[config.mk]
export PLATFORM = sky130hd
export DESIGN_NAME = ccip_c0_rd_responder
export DESIGN_NICKNAME = d
export VERILOG_FILES = /design/src/rtl/ccip_rd_rsp_pkg.sv /design/src/rtl/ccip_rd_rsp_req_fifo.sv /design/src/rtl/ccip_c0_rd_responder.sv
export SDC_FILE = /design/constraint.sdc
export NUM_CORES = 2
export LEC_CHECK = 0
export ABC_CLOCK_PERIOD_IN_PS = 5000
export CELL_PAD_IN_SITES_DETAIL_PLACEMENT = 1
export CELL_PAD_IN_SITES_GLOBAL_PLACEMENT = 2
export CORE_ASPECT_RATIO = 1.5
export CORE_MARGIN = 10
export CORE_UTILIZATION = 41
export DETAILED_ROUTE_END_ITERATION = 8
export HOLD_SLACK_MARGIN = 0.12
export PLACE_DENSITY = 0.77
export SYNTH_ARGS = -nofsm -noshare
export SYNTH_HDL_FRONTEND = slang
export SYNTH_SLANG_ARGS = --single-unit
[constraint.sdc]
create_clock -name clk -period 5 [get_ports clk]
set_clock_uncertainty 0.2 [all_clocks]
set_input_delay 1 -clock clk [delete_from_list [all_inputs] [get_ports clk]]
set_output_delay 1 -clock clk [all_outputs]
set_load 0.01 [all_outputs]
[src/rtl/ccip_rd_rsp_pkg.sv]
// Shared CCI-P channel 0 types, the queued request entry and the line data generator
// used by the channel 0 read responder.
package ccip_rd_rsp_pkg;

    typedef logic [41:0]  t_ccip_clAddr;
    typedef logic [15:0]  t_ccip_mdata;
    typedef logic [511:0] t_ccip_clData;
    typedef logic [1:0]   t_ccip_clLen;
    typedef logic [1:0]   t_line_idx;

    typedef enum logic [1:0] {
        eVC_VA  = 2'b00,
        eVC_VL0 = 2'b01,
        eVC_VH0 = 2'b10,
        eVC_VH1 = 2'b11
    } t_ccip_vc;

    typedef enum logic [3:0] {
        eREQ_RDLINE_I = 4'h0,
        eREQ_RDLINE_S = 4'h1
    } t_ccip_c0_req;

    typedef enum logic [3:0] {
        eRSP_RDLINE = 4'h0,
        eRSP_UMSG   = 4'h4
    } t_ccip_c0_rsp;

    localparam t_ccip_clLen CL_LEN_RSVD = 2'b10;

    typedef struct packed {
        t_ccip_vc     vc_sel;
        logic [1:0]   rsvd1;
        t_ccip_clLen  cl_len;
        t_ccip_c0_req req_type;
        logic [5:0]   rsvd0;
        t_ccip_clAddr address;
        t_ccip_mdata  mdata;
    } t_ccip_c0_ReqMemHdr;

    typedef struct packed {
        t_ccip_c0_ReqMemHdr hdr;
        logic               valid;
    } t_if_ccip_c0_Tx;

    typedef struct packed {
        t_ccip_vc     vc_used;
        logic         rsvd1;
        logic         hit_miss;
        logic         format;
        logic         rsvd0;
        t_line_idx    cl_num;
        t_ccip_c0_rsp resp_type;
        t_ccip_mdata  mdata;
    } t_ccip_c0_RspMemHdr;

    typedef struct packed {
        t_ccip_c0_RspMemHdr hdr;
        t_ccip_clData       data;
        logic               rspValid;
        logic               mmioRdValid;
        logic               mmioWrValid;
    } t_if_ccip_c0_Rx;

    typedef struct packed {
        t_ccip_clAddr address;
        t_ccip_mdata  mdata;
        t_ccip_vc     vc_sel;
        t_ccip_clLen  cl_len;
    } t_rd_req_entry;

    function automatic t_ccip_clData rd_rsp_data(input t_ccip_clAddr line_addr,
                                                 input logic [63:0]  seed);
        return {8{64'(line_addr) ^ seed}};
    endfunction

endpackage

[src/rtl/ccip_rd_rsp_req_fifo.sv]
// Show-ahead request queue for the channel 0 read responder; exports current and
// next-cycle occupancy so the top can register its almost-full flag without lag.
module ccip_rd_rsp_req_fifo
    import ccip_rd_rsp_pkg::*;
#(
    parameter int REQ_FIFO_DEPTH_RADIX = 5
) (
    input  logic                          clk,
    input  logic                          reset,
    input  logic                          i_push,
    input  t_rd_req_entry                 i_din,
    input  logic                          i_pop,
    output t_rd_req_entry                 o_head,
    output logic                          o_empty,
    output logic                          o_full,
    output logic [REQ_FIFO_DEPTH_RADIX:0] o_count,
    output logic [REQ_FIFO_DEPTH_RADIX:0] o_count_nxt
);

    localparam int DEPTH = 1 << REQ_FIFO_DEPTH_RADIX;
    localparam logic [REQ_FIFO_DEPTH_RADIX:0]   FULL_LEVEL = (REQ_FIFO_DEPTH_RADIX+1)'(DEPTH);
    localparam logic [REQ_FIFO_DEPTH_RADIX:0]   CNT_ONE    = 1;
    localparam logic [REQ_FIFO_DEPTH_RADIX-1:0] PTR_ONE    = 1;

    t_rd_req_entry                   r_mem [DEPTH];
    logic [REQ_FIFO_DEPTH_RADIX-1:0] r_wr_ptr;
    logic [REQ_FIFO_DEPTH_RADIX-1:0] r_rd_ptr;
    logic [REQ_FIFO_DEPTH_RADIX:0]   r_count;
    logic                            w_push;
    logic                            w_pop;

    // A pop in the same cycle does not free a slot for a push into a full queue.
    assign w_push = i_push && (r_count != FULL_LEVEL);
    assign w_pop  = i_pop && (r_count != '0);

    always_comb begin
        o_count_nxt = r_count;
        if (w_push && !w_pop) begin
            o_count_nxt = r_count + CNT_ONE;
        end else if (!w_push && w_pop) begin
            o_count_nxt = r_count - CNT_ONE;
        end
    end

    always_ff @(posedge clk) begin
        if (reset) begin
            r_wr_ptr <= '0;
            r_rd_ptr <= '0;
            r_count  <= '0;
        end else begin
            if (w_push) r_wr_ptr <= r_wr_ptr + PTR_ONE;
            if (w_pop)  r_rd_ptr <= r_rd_ptr + PTR_ONE;
            r_count <= o_count_nxt;
        end
    end

    always_ff @(posedge clk) begin
        if (w_push) r_mem[r_wr_ptr] <= i_din;
    end

    assign o_head  = r_mem[r_rd_ptr];
    assign o_empty = (r_count == '0);
    assign o_full  = (r_count == FULL_LEVEL);
    assign o_count = r_count;

endmodule

[src/rtl/ccip_c0_rd_responder.sv]
// CCI-P channel 0 read responder: queues AFU reads and returns address-derived lines.
// Define CCIP_RD_RSP_LINE_REVERSE_EN to emit multi-line responses highest cl_num first.
module ccip_c0_rd_responder
    import ccip_rd_rsp_pkg::*;
#(
    parameter int          REQ_FIFO_DEPTH_RADIX = 5,
    parameter int          ALM_FULL_THRESHOLD   = 8,
    parameter logic [63:0] DATA_SEED            = 64'h0
) (
    input  logic           clk,
    input  logic           reset,
    input  t_if_ccip_c0_Tx c0Tx,
    output t_if_ccip_c0_Rx c0Rx,
    output logic           c0TxAlmFull,
    output logic           err_overflow,
    output logic           err_cl_len
);

    localparam int DEPTH = 1 << REQ_FIFO_DEPTH_RADIX;
    localparam logic [REQ_FIFO_DEPTH_RADIX:0] ALM_LEVEL =
        (REQ_FIFO_DEPTH_RADIX+1)'(DEPTH - ALM_FULL_THRESHOLD);
    localparam logic [0:0] ST_IDLE = 1'b0;
    localparam logic [0:0] ST_EMIT = 1'b1;

    logic [0:0]                    r_state;
    t_line_idx                     r_line_cnt;
    logic                          r_alm_full;
    logic                          r_err_overflow;
    logic                          r_err_cl_len;
    t_if_ccip_c0_Rx                r_rsp_p1;

    t_rd_req_entry                 w_req;
    t_rd_req_entry                 w_head;
    t_if_ccip_c0_Rx                w_rsp;
    logic                          w_empty;
    logic                          w_full;
    logic                          w_emit;
    logic                          w_last;
    logic                          w_pop;
    logic [REQ_FIFO_DEPTH_RADIX:0] w_count;
    logic [REQ_FIFO_DEPTH_RADIX:0] w_count_nxt;
    t_line_idx                     w_cl_num;
    t_ccip_clAddr                  w_line_addr;
    logic                          w_unused;

    assign w_req = '{address: c0Tx.hdr.address, mdata: c0Tx.hdr.mdata,
                     vc_sel: c0Tx.hdr.vc_sel, cl_len: c0Tx.hdr.cl_len};

    ccip_rd_rsp_req_fifo #(.REQ_FIFO_DEPTH_RADIX(REQ_FIFO_DEPTH_RADIX)) u_req_fifo (
        .clk        (clk),
        .reset      (reset),
        .i_push     (c0Tx.valid),
        .i_din      (w_req),
        .i_pop      (w_pop),
        .o_head     (w_head),
        .o_empty    (w_empty),
        .o_full     (w_full),
        .o_count    (w_count),
        .o_count_nxt(w_count_nxt)
    );

    // cl_len is N-1 for every encoding, so it doubles as the last line index.
    assign w_emit = (r_state == ST_EMIT);
    assign w_last = (r_line_cnt == w_head.cl_len);
    assign w_pop  = w_emit && w_last;

`ifdef CCIP_RD_RSP_LINE_REVERSE_EN
    assign w_cl_num = w_head.cl_len - r_line_cnt;
`else
    assign w_cl_num = r_line_cnt;
`endif

    assign w_line_addr = w_head.address + t_ccip_clAddr'(w_cl_num);

    always_comb begin
        w_rsp               = '0;
        w_rsp.rspValid      = 1'b1;
        w_rsp.hdr.resp_type = eRSP_RDLINE;
        w_rsp.hdr.mdata     = w_head.mdata;
        w_rsp.hdr.cl_num    = w_cl_num;
        w_rsp.hdr.vc_used   = (w_head.vc_sel == eVC_VA) ? eVC_VL0 : w_head.vc_sel;
        w_rsp.data          = rd_rsp_data(w_line_addr, DATA_SEED);
    end

    always_ff @(posedge clk) begin
        if (reset) begin
            r_state    <= ST_IDLE;
            r_line_cnt <= '0;
        end else begin
            case (r_state)
                ST_IDLE: begin
                    if (!w_empty) r_state <= ST_EMIT;
                end
                default: begin
                    if (w_last) begin
                        r_line_cnt <= '0;
                        if (w_count_nxt == '0) r_state <= ST_IDLE;
                    end else begin
                        r_line_cnt <= r_line_cnt + 2'd1;
                    end
                end
            endcase
        end
    end

    // Output stage: one registered response beat per EMIT cycle.
    always_ff @(posedge clk) begin
        if (reset || !w_emit) begin
            r_rsp_p1 <= '0;
        end else begin
            r_rsp_p1 <= w_rsp;
        end
    end

    always_ff @(posedge clk) begin
        if (reset) begin
            r_alm_full     <= 1'b0;
            r_err_overflow <= 1'b0;
            r_err_cl_len   <= 1'b0;
        end else begin
            r_alm_full <= (w_count_nxt >= ALM_LEVEL);
            if (c0Tx.valid && w_full)                       r_err_overflow <= 1'b1;
            if (c0Tx.valid && c0Tx.hdr.cl_len == CL_LEN_RSVD) r_err_cl_len   <= 1'b1;
        end
    end

    assign w_unused = ^{w_count, c0Tx.hdr.req_type, c0Tx.hdr.rsvd0, c0Tx.hdr.rsvd1};

    assign c0Rx         = r_rsp_p1;
    assign c0TxAlmFull  = r_alm_full;
    assign err_overflow = r_err_overflow;
    assign err_cl_len   = r_err_cl_len;

endmodule
==> After elaboration in Yosys (flattened, before gate mapping) <==
Memory sizes are Yosys's and may differ from the RTL's. A register that Yosys moved wholly into a read port is not among the register bits.
Cells that the tools add are included.
{ "totals": {"ff_bits": 565, "mem_bits_rw": 1984, "input_bits": 77, "output_inout_bits": 546, "elab_cells": 63, "mem_count": 1} }
{ "memory_table": {"columns": ["memory", "depth", "word_bits", "rd", "rd_ports_with_merged_regs", "wr", "line_no", "source"], "rows": [
  ["u_req_fifo.r_mem", 32, 62, 1, 1, 1, "ccip_rd_rsp_req_fifo.sv:25", "t_rd_req_entry r_mem [DEPTH];"]
]} }
{ "op_classes": {"addsub": 6, "order_cmp": 1, "n_eq_ne": 4, "n_mux": 13, "reduce_logical": 16} }
{ "op_table": {"columns": ["cell", "count"], "rows": [
  ["$add A42 B2 Y42", 1],
  ["$logic_not A6 Y1", 2],
  ["$mux W6", 2],
  ["$add A5 B1 Y5 const B", 2],
  ["$mux W5", 2],
  ["$logic_and A1 B1 Y1", 7],
  ["$mux W1", 7],
  ["$add A6 B1 Y6 const B", 1],
  ["$eq A6 B6 Y1 const B", 1],
  ["$ge A6 B5 Y1 const B", 1],
  ["$ne A6 B6 Y1 const B", 1],
  ["$reduce_bool A6 Y1", 1],
  ["$sub A6 B1 Y6 const B", 1],
  ["$logic_not A1 Y1", 3],
  ["$mux W3", 1],
  ["$add A2 B1 Y2 const B", 1],
  ["$eq A2 B2 Y1", 1],
  ["$eq A2 B2 Y1 const B", 1],
  ["$logic_not A2 Y1", 1],
  ["$mux W2", 1],
  ["$reduce_or A2 Y1", 1],
  ["$logic_or A1 B1 Y1", 1]
]} }

==> Logic depth before layout (Yosys ltp) <==
{ "logic_depth": {"ltp_word": 10, "mapped_depth": 21, "depth_no_buf": 10} }

==> Hierarchy <==
A second synthesis with hierarchy kept.
{ "hier_totals": {"cells_unflattened": 5166, "area_unflattened_um2": 83946.8} }
{ "by_module_without_submodules": {"columns": ["module", "n_inst", "cells_each", "area_each_um2", "seq_area_each_um2"], "rows": [
  ["ccip_rd_rsp_req_fifo", 1, 4383, 77598.2, 59997.5],
  ["ccip_c0_rd_responder", 1, 783, 6348.6, 1381.3]
]} }

==> Worst setup path before layout <==
Ideal clock, no wire load.
{ "synth_path": {"path_kind": "input -> register", "from": "input port c0Tx[0] (netlist name)", "to": "memory u_req_fifo.r_mem[28][0] (netlist name) (enable)", "setup_time_ns": 0.482, "arrival_time_ns": 4.476, "t_required_ns": 4.318, "path_slack_ns": -0.158, "stages": 4, "n_path_buf": 1, "cell_sequence": "a21boi_1 > clkbuf_1 > nand2_1 > nor2_1"} }
{ "synth_between": {"elab_chain_cells": 3} }
{ "synth_lines": {"columns": ["element", "line_no", "source"], "rows": [
  ["start: declaration", "ccip_c0_rd_responder.sv:12", "input t_if_ccip_c0_Tx c0Tx,"],
  ["$logic_and A1 B1 Y1", "ccip_rd_rsp_req_fifo.sv:33", "assign w_push = i_push && (r_count != FULL_LEVEL);"],
  ["$mux W1", "ccip_rd_rsp_req_fifo.sv:58", "if (w_push) r_mem[r_wr_ptr] <= i_din;"],
  ["$mux W1 (implied by the code)", "ccip_rd_rsp_req_fifo.sv:58", null],
  ["end: declaration", "ccip_rd_rsp_req_fifo.sv:25", null]
]} }
Every way passes these cells.

==> impl_metrics.ini <==
[critical_path]
cp-start-kind = flop
timing.rr.end = c0Rx[478]$_SDFF_PN0_
worst_setup_path_end_kind = flop
worst-path-max-fanout = 22
reg2reg_slack_ns = 0.40
cp_data_required_time_ns = 5.53
reg2regPathDepth = 10
cp.arrival_ns = 5.13
critical_path_class = reg -> reg

[hold_path]
min_from = err_cl_len$_SDFFE_PP0P_
hold_depth = 2
hp-class = reg -> reg
hold_path_end = err_cl_len$_SDFFE_PP0P_

[cells_and_area]
syn_to_final_growth_pct = 13.43
multi_input_area_um2 = 18240
fillers = 18551
final-seq-area_um2 = 61400
drive_gt1_share_pct = 23.11
fin_util_pct = 46.69
layout_common_cells = edfxtp_1, mux4_2, clkdlybuf4s50_1, clkbuf_16, conb_1
final_common_cell = edfxtp_1
nets = 4306

[timing]
finalCritPeriodShare_pct = 91.94
setup_viol = 0
worstMarginPinSlew_ns = 1.242
maxSlewViolCount = 0
fmax_mhz = 217.5
fin_crit_ns = 4.597
slew_headroom_pct = 16.93
rsz0062_at_grt = no
postLayoutSetupSlackWorst_ns = 0.4030
whs_ns = 0.2814
hold_viol_final = 0

[synth]
ys_ff_latch = 2074
synth-main-ff-cell = edfxtp_1
yosys_warnings = 0
netlist_instances = 3932
synth_area_um2 = 83740
syn_avg_cell_area_um2 = 21.30
synth_edf_count = 1984
async_flop_share_pct = 0
synth_top_area_share_pct = 71.15
seq_area_frac_synth_pct = 73.30
yosysTopAreaCell = edfxtp_1
synth_cell_types = 86
synth.area.top_cells = edfxtp_1, mux4_2, buf_4, mux4_1, dfxtp_1

[floorplan]
start_util_pct = 41.16
die_h_um = 573.5
rows = 203
die_w_um = 389.0
io_pins = 623
dieArea_um2 = 223100
core_area_um2 = 203400

[place]
dpl.hpwl_um = 131500
gp_congestion = 0.7300
dp_slack_ns = 0.3834
portBuffers = 424

[route]
drc = 0
dr.pass1.iters = 7
drt_iter0_drc = 3932
viasPerCell = 5.719
antenna_left = 0
via_count = 40229
wl_um = 231800
avgRoutedWirePerCell_um = 32.96

[global_routing]
grt_overflow = 0
grt_pass1_wl_um = 327100
grt_usage_pct = 20.31
antenna_found_initial = 27
grt_util_met1_pct = 24.34
grt_pass1_vias = 42817
grt.busiest_layer = met2
gr-usage-met2_pct = 36.82
grt_max_degree = 118
gr-usage-met3_pct = 3.633

[cts]
clk_path_buf_depth = 4
clk_latency_ns = 0.85
holdBufCountCts = 0
h-tree-depth = 4
cts.sinks = 2074
cts_tree = yes
cts_resized = 0
cts_setup_buffers = 0
cts_made_buffers = 186
root_buffer = clkbuf_16
clkTransAtPathRegs_ns = 0.07

[status]
status = finished clean

[job]
drv_cap = 0

[power]
peakVddDrop_mv = 0.3103
p_leak_nw = 29.55
p_per_area_nw_per_um2 = 389.5
cells by family after synthesis:
group	Yosys count	synth area share (%)
flops	2074	73.30
buf+inv	679	6.057
mux	659	16.91
simple gates	341	1.993
compound gates	140	1.278
xor+xnor	25	0.2615
fa+ha+maj	13	0.1972
other cells	1	0.004478
synth_stat cells, types with 3 or more instances:
| cell type | instances |
|---|---|
| clkbuf_1 | 58 |
| nor2b_1 | 7 |
| buf_8 | 3 |
| or3_1 | 6 |
| buf_6 | 24 |
| a21oi_1 | 27 |
| ha_1 | 10 |
| nand3b_1 | 5 |
| a221oi_1 | 6 |
| inv_1 | 15 |
| nor4_1 | 9 |
| o21ai_0 | 6 |
| or4_1 | 6 |
| nor3_1 | 13 |
| xor2_1 | 10 |
| and4_1 | 3 |
| xnor2_1 | 15 |
| buf_4 | 502 |
| nand4_1 | 16 |
| mux2i_1 | 61 |
| or2_2 | 6 |
| and3_1 | 14 |
| mux4_2 | 501 |
| nor4_2 | 4 |
| buf_1 | 10 |
| o41ai_1 | 5 |
| nand2b_1 | 4 |
| clkinv_1 | 3 |
| mux2_2 | 17 |
| a22o_1 | 3 |
| a31oi_1 | 7 |
| o21a_1 | 4 |
| buf_2 | 35 |
| dfxtp_1 | 90 |
| nand2_1 | 104 |
| mux4_1 | 78 |
| nor2_1 | 102 |
| clkbuf_8 | 10 |
| a22oi_1 | 41 |
| buf_12 | 16 |
| o31ai_1 | 6 |
| nand3_1 | 18 |
| edfxtp_1 | 1984 |
| and2_1 | 11 |
metal layers:
metal | wire length, um | vias up
met1 | 85110 | 21872
met2 | 124000 | 1941
li1 | - | 16035
met3 | 16100 | 371
met5 | 69 | -
met4 | 6600 | 10
per-stage QoR:
step	area, um2	power [mW]	instances	setup TNS (ns)
after floorplan	84430	21.94	4117	-233.26
after global placement	89060	23.21	6695	0
after detailed placement	89060	23.28	6695	0
after CTS	94970	37.35	7027	0
after global routing	94980	38.20	7032	0
final	94990	37.00	7034	0
how the worst max path moves through the flow:
stage	end	cells past startpoint
global route	c0Rx[478]$_SDFF_PN0_	10
floorplan	u_req_fifo.r_mem[28][0]$_DFFE_PP_	4
CTS	c0Rx[478]$_SDFF_PN0_	10
finish	c0Rx[478]$_SDFF_PN0_	10
global placement	c0Rx[478]$_SDFF_PN0_	10
detailed placement	c0Rx[478]$_SDFF_PN0_	10
sequential cells by signal, summed over array words and instances, names as in the netlist, named ones only:
register,flops
r_line_cnt,2
c0TxAlmFull,1
r_state,1
u_req_fifo.r_mem,1984
err_cl_len,1
u_req_fifo.r_rd_ptr,5
err_overflow,1
u_req_fifo.r_wr_ptr,5
u_req_fifo.o_count,6
c0Rx,63
critical path: stages (launching register included):
cell and delay (ns):
dfxtp_4 0.70, mux4_2 0.59, mux4_2 0.52, nand2_1 0.09, nand2_1 0.14, ha_1 0.31, a21oi_1 0.21, nor3_2 0.57
nand3_4 0.36, a2111oi_2 0.40, mux2_1 0.35
area by class of cell:
cell class	count	share of cell area, %
antenna	7	0.01844
sequential	2074	64.64
clock inverter	98	0.9919
inverter	19	0.09616
tap	2665	3.510
timing repair buffer	573	6.317
clock buffer	234	5.229
multi-input combinational	1364	19.20
power by group:
part / total, mW / switching (mW) / internal [mW]
clock: 14.2 / 6.25 / 7.92
combinational: 3.28 / 1.73 / 1.55
sequential: 19.5 / 0.318 / 19.2
total: 37.0 / 8.29 / 28.7
(Power assumes the default switching activity.)
